### config.mk
export PLATFORM = sky130hd
export DESIGN_NAME = muldiv_unit_flat
export DESIGN_NICKNAME = d
export VERILOG_FILES = /design/src/rtl/muldiv_unit_if.sv /design/src/rtl/muldiv_unit.sv /design/src/flat_wrapper.sv
export SDC_FILE = /design/constraint.sdc
export NUM_CORES = 1
export LEC_CHECK = 0
export CAP_MARGIN = 20
export CORE_ASPECT_RATIO = 0.75
export CORE_MARGIN = 2
export CORE_UTILIZATION = 54
export CTS_CLUSTER_DIAMETER = 150
export DETAILED_ROUTE_END_ITERATION = 12
export GPL_ROUTABILITY_DRIVEN = 1
export PLACE_DENSITY_LB_ADDON = 0.15
export SKIP_LAST_GASP = 1
export SLEW_MARGIN = 20
export SYNTH_ARGS = -nofsm -noshare
export SYNTH_HDL_FRONTEND = slang
export SYNTH_SLANG_ARGS = --single-unit
export TNS_END_PERCENT = 1
### constraint.sdc
create_clock -name clk -period 4.61 [get_ports clk]
set_input_delay 0.461 -clock clk [delete_from_list [all_inputs] [get_ports clk]]
set_output_delay 0.461 -clock clk [all_outputs]
set_load 0.01 [all_outputs]
### src/rtl/muldiv_unit_if.sv
// Sequencer-to-mul/div handshake bundle: request/opcode/operands in, busy/done/result back.
interface muldiv_unit_if #(
    parameter int unsigned WIDTH = 32
);
    logic             start;
    logic [4:0]       op;
    logic [WIDTH-1:0] a;
    logic [WIDTH-1:0] b;
    logic             busy;
    logic             done;
    logic [WIDTH-1:0] zlo;
    logic [WIDTH-1:0] zhi;
    logic             div_by_zero;

    modport master (
        output start, op, a, b,
        input  busy, done, zlo, zhi, div_by_zero
    );

    modport slave (
        input  start, op, a, b,
        output busy, done, zlo, zhi, div_by_zero
    );
endinterface

### src/rtl/muldiv_unit.sv
// Multi-cycle signed multiply (Booth) / divide (restoring) engine with start/busy/done handshake.
// Optional: define MULDIV_RADIX4_EN for radix-4 Booth multiply (WIDTH/2 iterations).
module muldiv_unit #(
    parameter int unsigned WIDTH  = 32,
    parameter logic [4:0]  OP_MUL = 5'b01111,
    parameter logic [4:0]  OP_DIV = 5'b10000
) (
    input  logic          clk,
    input  logic          reset_n,
    muldiv_unit_if.slave  bus
);
    localparam int unsigned CW = $clog2(WIDTH + 1);
    localparam int unsigned HW = WIDTH + 2;
`ifdef MULDIV_RADIX4_EN
    localparam logic [CW-1:0] ITER_MUL = CW'(WIDTH / 2);
`else
    localparam logic [CW-1:0] ITER_MUL = CW'(WIDTH);
`endif
    localparam logic [CW-1:0] ITER_DIV = CW'(WIDTH);

    localparam logic [1:0] S_IDLE = 2'd0;
    localparam logic [1:0] S_RUN  = 2'd1;
    localparam logic [1:0] S_FIX  = 2'd2;
    localparam logic [1:0] S_DONE = 2'd3;

    logic [1:0]       state_q, state_d;
    logic [WIDTH-1:0] a_q, a_d, b_q, b_d;
    logic             is_div_q, is_div_d;
    logic [CW-1:0]    cnt_q, cnt_d;
    logic [HW-1:0]    hi_q, hi_d;
    logic [WIDTH-1:0] lo_q, lo_d;
    logic             qm1_q, qm1_d;
    logic             busy_q, busy_d, done_q, done_d, dbz_q, dbz_d;
    logic [WIDTH-1:0] zlo_q, zlo_d, zhi_q, zhi_d;

    logic [HW-1:0]    m_ext, mul_sum, mul_hi;
    logic [WIDTH-1:0] mul_lo, b_mag;
    logic             mul_qm1;
    logic [WIDTH:0]   rem_shift;
    logic [HW-1:0]    div_diff;
    logic             accept_c;

    assign m_ext    = {{2{a_q[WIDTH-1]}}, a_q};
    assign b_mag    = b_q[WIDTH-1] ? -b_q : b_q;
    assign accept_c = bus.start && ((bus.op == OP_MUL) || (bus.op == OP_DIV));

    // Booth step: add/subtract multiplicand into the high half, then arithmetic shift
    always_comb begin
        mul_sum = hi_q;
`ifdef MULDIV_RADIX4_EN
        case ({lo_q[1:0], qm1_q})
            3'b001, 3'b010: mul_sum = hi_q + m_ext;
            3'b011:         mul_sum = hi_q + {m_ext[HW-2:0], 1'b0};
            3'b100:         mul_sum = hi_q - {m_ext[HW-2:0], 1'b0};
            3'b101, 3'b110: mul_sum = hi_q - m_ext;
            default:        mul_sum = hi_q;
        endcase
        mul_hi  = {{2{mul_sum[HW-1]}}, mul_sum[HW-1:2]};
        mul_lo  = {mul_sum[1:0], lo_q[WIDTH-1:2]};
        mul_qm1 = lo_q[1];
`else
        case ({lo_q[0], qm1_q})
            2'b01:   mul_sum = hi_q + m_ext;
            2'b10:   mul_sum = hi_q - m_ext;
            default: mul_sum = hi_q;
        endcase
        mul_hi  = {mul_sum[HW-1], mul_sum[HW-1:1]};
        mul_lo  = {mul_sum[0], lo_q[WIDTH-1:1]};
        mul_qm1 = lo_q[0];
`endif
    end

    // Restoring divide: remainder in hi_q, dividend shifting out of / quotient into lo_q
    assign rem_shift = {hi_q[WIDTH-1:0], lo_q[WIDTH-1]};
    assign div_diff  = {1'b0, rem_shift} - {2'b00, b_mag};

    always_comb begin
        state_d  = state_q;
        a_d      = a_q;
        b_d      = b_q;
        is_div_d = is_div_q;
        cnt_d    = cnt_q;
        hi_d     = hi_q;
        lo_d     = lo_q;
        qm1_d    = qm1_q;
        busy_d   = busy_q;
        done_d   = 1'b0;
        dbz_d    = dbz_q;
        zlo_d    = zlo_q;
        zhi_d    = zhi_q;
        case (state_q)
            S_IDLE: begin
                if (accept_c) begin
                    state_d  = S_RUN;
                    a_d      = bus.a;
                    b_d      = bus.b;
                    is_div_d = (bus.op == OP_DIV);
                    cnt_d    = '0;
                    hi_d     = '0;
                    qm1_d    = 1'b0;
                    lo_d     = (bus.op == OP_DIV) ? (bus.a[WIDTH-1] ? -bus.a : bus.a) : bus.b;
                    busy_d   = 1'b1;
                    dbz_d    = 1'b0;
                end
            end
            S_RUN: begin
                cnt_d = cnt_q + CW'(1);
                if (is_div_q) begin
                    if (!div_diff[HW-1]) begin
                        hi_d = div_diff;
                        lo_d = {lo_q[WIDTH-2:0], 1'b1};
                    end else begin
                        hi_d = {1'b0, rem_shift};
                        lo_d = {lo_q[WIDTH-2:0], 1'b0};
                    end
                end else begin
                    hi_d  = mul_hi;
                    lo_d  = mul_lo;
                    qm1_d = mul_qm1;
                end
                if (cnt_q == (is_div_q ? ITER_DIV : ITER_MUL) - CW'(1)) begin
                    state_d = S_FIX;
                end
            end
            S_FIX: begin
                state_d = S_DONE;
                busy_d  = 1'b0;
                done_d  = 1'b1;
                if (!is_div_q) begin
                    zhi_d = hi_q[WIDTH-1:0];
                    zlo_d = lo_q;
                    dbz_d = 1'b0;
                end else if (b_q == '0) begin
                    zlo_d = '1;
                    zhi_d = a_q;
                    dbz_d = 1'b1;
                end else begin
                    zlo_d = (a_q[WIDTH-1] != b_q[WIDTH-1]) ? -lo_q : lo_q;
                    zhi_d = a_q[WIDTH-1] ? -hi_q[WIDTH-1:0] : hi_q[WIDTH-1:0];
                    dbz_d = 1'b0;
                end
            end
            S_DONE: begin
                state_d = S_IDLE;
            end
            default: begin
                state_d = S_IDLE;
            end
        endcase
    end

    always_ff @(posedge clk or negedge reset_n) begin
        if (!reset_n) begin
            state_q  <= S_IDLE;
            a_q      <= '0;
            b_q      <= '0;
            is_div_q <= 1'b0;
            cnt_q    <= '0;
            hi_q     <= '0;
            lo_q     <= '0;
            qm1_q    <= 1'b0;
            busy_q   <= 1'b0;
            done_q   <= 1'b0;
            dbz_q    <= 1'b0;
            zlo_q    <= '0;
            zhi_q    <= '0;
        end else begin
            state_q  <= state_d;
            a_q      <= a_d;
            b_q      <= b_d;
            is_div_q <= is_div_d;
            cnt_q    <= cnt_d;
            hi_q     <= hi_d;
            lo_q     <= lo_d;
            qm1_q    <= qm1_d;
            busy_q   <= busy_d;
            done_q   <= done_d;
            dbz_q    <= dbz_d;
            zlo_q    <= zlo_d;
            zhi_q    <= zhi_d;
        end
    end

    assign bus.busy        = busy_q;
    assign bus.done        = done_q;
    assign bus.zlo         = zlo_q;
    assign bus.zhi         = zhi_q;
    assign bus.div_by_zero = dbz_q;
endmodule

### src/flat_wrapper.sv
// flat-port wrapper written by rule: the top's interface ports become plain ports
module muldiv_unit_flat 
#(
    parameter int unsigned WIDTH  = 32,
    parameter logic [4:0]  OP_MUL = 5'b01111,
    parameter logic [4:0]  OP_DIV = 5'b10000
)
  (clk, reset_n, bus_start, bus_op, bus_a, bus_b, bus_busy, bus_done, bus_zlo, bus_zhi, bus_div_by_zero);
  muldiv_unit_if #(.WIDTH(WIDTH)) bus_i ();
  input  logic clk;
  input  logic reset_n;
  input wire logic [$bits(bus_i.start)-1:0] bus_start;
  input wire logic [$bits(bus_i.op)-1:0] bus_op;
  input wire logic [$bits(bus_i.a)-1:0] bus_a;
  input wire logic [$bits(bus_i.b)-1:0] bus_b;
  output wire logic [$bits(bus_i.busy)-1:0] bus_busy;
  output wire logic [$bits(bus_i.done)-1:0] bus_done;
  output wire logic [$bits(bus_i.zlo)-1:0] bus_zlo;
  output wire logic [$bits(bus_i.zhi)-1:0] bus_zhi;
  output wire logic [$bits(bus_i.div_by_zero)-1:0] bus_div_by_zero;
  assign bus_i.start = bus_start;
  assign bus_i.op = bus_op;
  assign bus_i.a = bus_a;
  assign bus_i.b = bus_b;
  assign bus_busy = bus_i.busy;
  assign bus_done = bus_i.done;
  assign bus_zlo = bus_i.zlo;
  assign bus_zhi = bus_i.zhi;
  assign bus_div_by_zero = bus_i.div_by_zero;
  muldiv_unit #(.WIDTH(WIDTH), .OP_MUL(OP_MUL), .OP_DIV(OP_DIV)) u_core (.clk(clk), .reset_n(reset_n), .bus(bus_i));
endmodule
[Yosys cells after proc, flatten, opt, wreduce, memory -nomap -nowiden]
Index checks and enable logic that the tools add are counted.
Cells by class
  add/subtract/negate cells: 8
  equal/unequal tests: 12
  multiplexer cells: 32
  reductions and logical operators: 11
Operators by type and width (number)
  $mux 32: 11
  $pmux 34 s2: 2
  $neg 32->32: 4
  $mux 34: 2
  $pmux 32 s2: 1
  $add 34x34->34: 1
  $sub 33x32->34: 1
  $sub 34x34->34: 1
  $mux 33: 1
  $logic_not 32->1: 1
  $pmux 6 s2: 1
  $pmux 2 s4: 1
  $reduce_and 2->1: 4
  $mux 1: 7
  $add 6x1->6 const B: 1
  $eq 2x2->1 const B: 3
  $eq 6x5->1 const B: 1
  $mux 6: 1
  $pmux 1 s2: 3
  $eq 5x4->1 const B: 1
  $eq 5x5->1 const B: 1
  $eq 2x1->1 const B: 2
  $mux 2: 2
  $ne 2x1->1 const B: 2
  7 further kinds: 8
Storage, ports and cells
  flip-flop bits (word level): 207

[Logic depth before layout (Yosys ltp)]
  word-level depth: 6
  mapped depth: 18
  mapped depth without buffers: 18

[Worst setup path after synthesis]
Ideal clock, no wire load.
  path kind: reg2reg
  start point: register u_core.b_q[3]
  end point: register u_core.hi_q[32]
  arrival: 4.192 ns
  path slack: 0.283 ns
  stages on the path, launching flop included: 19
  path buffers: 1
  clock period less this slack: 4.327 ns
  cells stage by stage: dfrtp_1 or4_1 or3_1 nand2b_1 nand2b_1 nand2b_1 o31ai_1 xor2_1 ha_1 a21oi_1 o21bai_1 a21oi_1 o21ai_0 a21bo_2 nor2_1 clkbuf_1 o31ai_1 a2111oi_0 nand2_1
On the way
  longest elaborated chain between the ends: 6
Ends and longest elaborated chain
  start, declared: line muldiv_unit.sv:27  | logic [WIDTH-1:0] a_q, a_d, b_q, b_d;
  start signal, assigned: line muldiv_unit.sv:156  | b_q <= '0;
  start signal, assigned: line muldiv_unit.sv:170  | b_q <= b_d;
  $neg 32->32: line muldiv_unit.sv:44  | assign b_mag = b_q[WIDTH-1] ? -b_q : b_q;
  $mux 32 *: line muldiv_unit.sv:44
  $sub 33x32->34 *: line muldiv_unit.sv:75  | assign div_diff = {1'b0, rem_shift} - {2'b00, b_mag};
  $mux 33 *: line muldiv_unit.sv:109  | if (!div_diff[HW-1]) begin
  $mux 34 *: line muldiv_unit.sv:108  | if (is_div_q) begin
  $pmux 34 s2 *: line muldiv_unit.sv:91  | case (state_q)
  end signal, assigned: line muldiv_unit.sv:173  | hi_q <= hi_d;
  end, declared: line muldiv_unit.sv:30  | logic [HW-1:0] hi_q, hi_d;
Every way passes the cells marked *; elsewhere a longest branch is shown, timed or not.
A chain may end at the register's enable or synchronous reset.

[Final worst setup path]
  start point: register u_core.b_q[0]
  end point: register u_core.hi_q[30]
Same word-level chain as after synthesis.

==> results.py <==
metrics = {
    "run_status": {
        "status": "finished, final reports clean",
    },
    "synthesis": {
        "yosysSeqAreaShare": 0.305,
        "ys_types": 77,
        "netlist_instances": 2079,
        "synth-edff-count": 0,
        "avgSynthCellArea_um2": 8.17,
        "ys_ff_latch": 207,
        "syn_nets": 2228,
        "async_reset_ff_frac": 1.00,
        "ys_warn_count": 0,
        "synth_area_um2": 17000,
        "synth_ff_type": "dfrtp_1",
    },
    "power": {
        "p_leak_nw": 8.63,
        "p_switching_mw": 9.54,
        "max-vdd-ir-drop_uv": 735,
        "p_comb_frac": 0.691,
        "p_per_area_nw_per_um2": 931,
        "seq_power_share": 0.196,
        "clock_power_share": 0.113,
        "p_int_mw": 9.48,
        "swShare": 0.502,
    },
    "global_route": {
        "first_global_vias": 16261,
        "grt_pass1_wl_um": 95300,
        "grt_max_degree": 89,
        "overflow": 0,
        "antenna_found_initial": 3,
        "track_usage": 0.376,
    },
    "sta": {
        "finalCritPeriodShare": 0.967,
        "fin_ws_ns": 0.152,
        "setup_viol": 0,
        "drv_slew": 0,
        "skew_ns": 0.0164,
        "hold_viol_final": 0,
        "tns_ns": 0,
        "finalHoldWorstSlack_ns": 0.490,
        "tightest_slew_ns": 1.09,
        "rsz0062_at_grt": "yes",
        "maxSlewHeadroom": 0.271,
        "fmax_ghz": 0.224,
        "post-route-min-period_ns": 4.46,
    },
    "floorplan": {
        "die_area_um2": 32900,
        "row_count": 56,
        "die_x_um": 209,
        "coreArea_um2": 31100,
        "pin_count": 139,
        "initial_core_util": 0.546,
        "die_h_um": 158,
    },
    "cts": {
        "clock_sinks": 207,
        "clk_pin_slew_worst_paths_ns": 0.06,
        "cts_made_buffers": 24,
        "htree_levels": 1,
        "cts_tree": "yes",
        "cts_buffer_depth": 3,
        "cts-root-buf": "clkbuf_16",
        "clock_latency_ns": 0.55,
    },
    "setup_path": {
        "crit_buf_inv": 3,
        "cp_top_family": "simple AND/OR/NAND/NOR gates",
        "crit_slowest_cell": "or3b_2",
        "path_cells": "inv_1 > ha_1 > or3b_2 > or3_1 > buf_4 > o31ai_2 > xor2_1 > ha_1 > buf_4 > nand2_1 > o21ai_0 > a21oi_1 > o21bai_1 > o21ai_2 > a311oi_2 > o21ai_0 > or3b_2 > a211oi_1",
        "start_kind": "flop",
        "critPathMaxFanout": 5,
        "critPathCaptureType": "flop",
        "required_ns": 5.06,
        "cp_data_arrival_time_ns": 4.91,
        "worstSetupPathType": "reg2reg",
        "slowest_delay_ns": 0.51,
    },
    "drt": {
        "wl_um": 63300,
        "initialDrtViolationCount": 2119,
        "ant_nets": 0,
        "wl_per_cell_um": 23.9,
        "vias": 17401,
        "route.detailed.drc": 0,
        "dr.pass1.iters": 6,
        "viasPerCell": 6.56,
    },
    "placed_design": {
        "gp_congestion": 1.10,
        "place_hpwl_um": 47500,
        "pre_cts_slack_ns": -0.123,
        "portBuffers": 138,
        "post_dp_cell_area_um2": 19300,
    },
    "layout": {
        "drive_above_1_share": 0.147,
        "areaGrowthSynthToFinish_pct": 20.4,
        "fin_area_um2": 20400,
        "fin_nets": 2377,
        "diodes": 0,
        "final_core_util": 0.657,
    },
    "run": {
        "drv_cap": 0,
    },
    "min_path": {
        "hold_path.class": "reg2reg",
    },
}
-- flip-flops by register name, summed over array words and instances (netlist names) --
register	flops
u_core.bus.zlo	32
u_core.bus.done	1
u_core.qm1_q	1
u_core.bus.busy	1
u_core.b_q	32
u_core.lo_q	32
u_core.is_div_q	1
u_core.a_q	32
u_core.state_q	2
u_core.bus.zhi	32
u_core.bus.div_by_zero	1
u_core.cnt_q	6
u_core.hi_q	34
-- routing by layer --
layer | up-vias | global-route usage | share of wire
met5 | - | 0 | 0.00021
met4 | 2 | 0.102 | 0.027
met3 | 137 | 0.0882 | 0.12
met2 | 956 | 0.563 | 0.42
met1 | 8374 | 0.543 | 0.44
li1 | 7932 | - | -
-- cell families (layout without fill, tap and decap cells) --
group                      after synthesis  after routing  share of synthesized area
AOI/OAI and AO/OA                      670            670                      0.248
and+or+nand+nor                        654            655                      0.185
DFF                                    207            207                      0.305
buffers and inverters                  185            350                     0.0416
xor gates and xnor gates               163            163                     0.0841
muxes                                  123            123                     0.0789
adders and majority gates               77             77                     0.0576
-- synth_stat cells (10+ instances only) --
cell	n	share of area
nand2b_1	18	0.0066
o41ai_1	13	0.0067
buf_1	15	0.0033
a211oi_1	14	0.0062
nand4_1	20	0.0074
nor4_1	16	0.0059
a32o_1	21	0.012
xor2_1	90	0.046
nand3_1	33	0.0097
mux2i_1	39	0.023
clkbuf_1	115	0.025
nand2_1	210	0.046
o21ai_0	154	0.045
and3_1	10	0.0037
a21o_1	24	0.011
or3_1	18	0.0066
nor3_1	57	0.017
o21a_1	16	0.0071
inv_1	46	0.010
ha_1	75	0.055
mux2_2	83	0.055
dfrtp_1	207	0.31
or3b_2	13	0.0067
or4_1	19	0.0084
nor2_1	182	0.040
and2_1	11	0.0041
xnor2_1	73	0.038
a31oi_1	49	0.018
o211ai_1	32	0.014
o31ai_1	30	0.013
a21oi_1	212	0.063
nor2b_1	12	0.0044
o21ai_1	12	0.0035
-- power groups by stage --
stage / Clock (mW) / Sequential (mW) / Combinational, mW
2_1_floorplan: 0 / 3.41 / 8.16
3_3_place_gp: 0 / 3.65 / 12.1
3_5_place_dp: 0 / 3.68 / 12.3
4_1_cts: 2.14 / 3.65 / 12.4
5_1_grt: 2.21 / 3.81 / 14.3
6_report: 2.14 / 3.73 / 13.2
-- stage by stage --
step | power, mW | std cells
3_5_place_dp | 16.0 | 2602
4_1_cts | 18.2 | 2646
3_3_place_gp | 15.8 | 2602
6_report | 19.0 | 2651
5_1_grt | 20.3 | 2651
2_1_floorplan | 11.6 | 2079
-- worst paths after layout --
check / from / end / slack, ns / cells after the start
max: u_core.b_q[0] / u_core.hi_q[30] / 0.15 / 18
min: u_core.bus.div_by_zero / u_core.bus.div_by_zero / 0.49 / 1
max reg2reg: u_core.b_q[0] / u_core.hi_q[30] / 0.15 / 18
min reg2reg: u_core.bus.div_by_zero / u_core.bus.div_by_zero / 0.49 / 1
max in group asynchronous: reset_n / u_core.hi_q[6] / 3.07 / 3
min in group asynchronous: reset_n / u_core.bus.zhi[15] / 0.51 / 2
-- area by class of cell --
type / instances / area, µm²
tap: 406 / 508
clock buffer: 35 / 753
fill: 2701 / 10700
timing repair buffer: 260 / 2370
sequential: 207 / 5180
clock inverter: 8 / 126
multi-input combinational: 1688 / 11300
inverter: 47 / 176
-- what timing repair did --
action / in CTS / in global routing
buffers inserted: 0 / 2
gates cloned: 0 / 3
resized for setup: 3 / 43
endpoints found under the hold margin: 16 / 0
pin swaps: 1 / 14
setup endpoints to repair: 2 / 34
hold buffers: 1 / 0
-- placed cells by master, fill, tap and decap left out, drive strengths merged, types with 24 or more instances in the layout --
cell type	count
mux2i	39
mux2	84
nand2	210
o211ai	32
clkdlybuf4s50	136
buf	120
o21ai	166
o31ai	31
nor3	57
a21o	24
a21oi	212
xor2	90
nor2	184
clkbuf	38
nand3	33
inv	48
dfrtp	207
xnor2	73
ha	75
a31oi	50
Power figures use the tool's default switching activity.
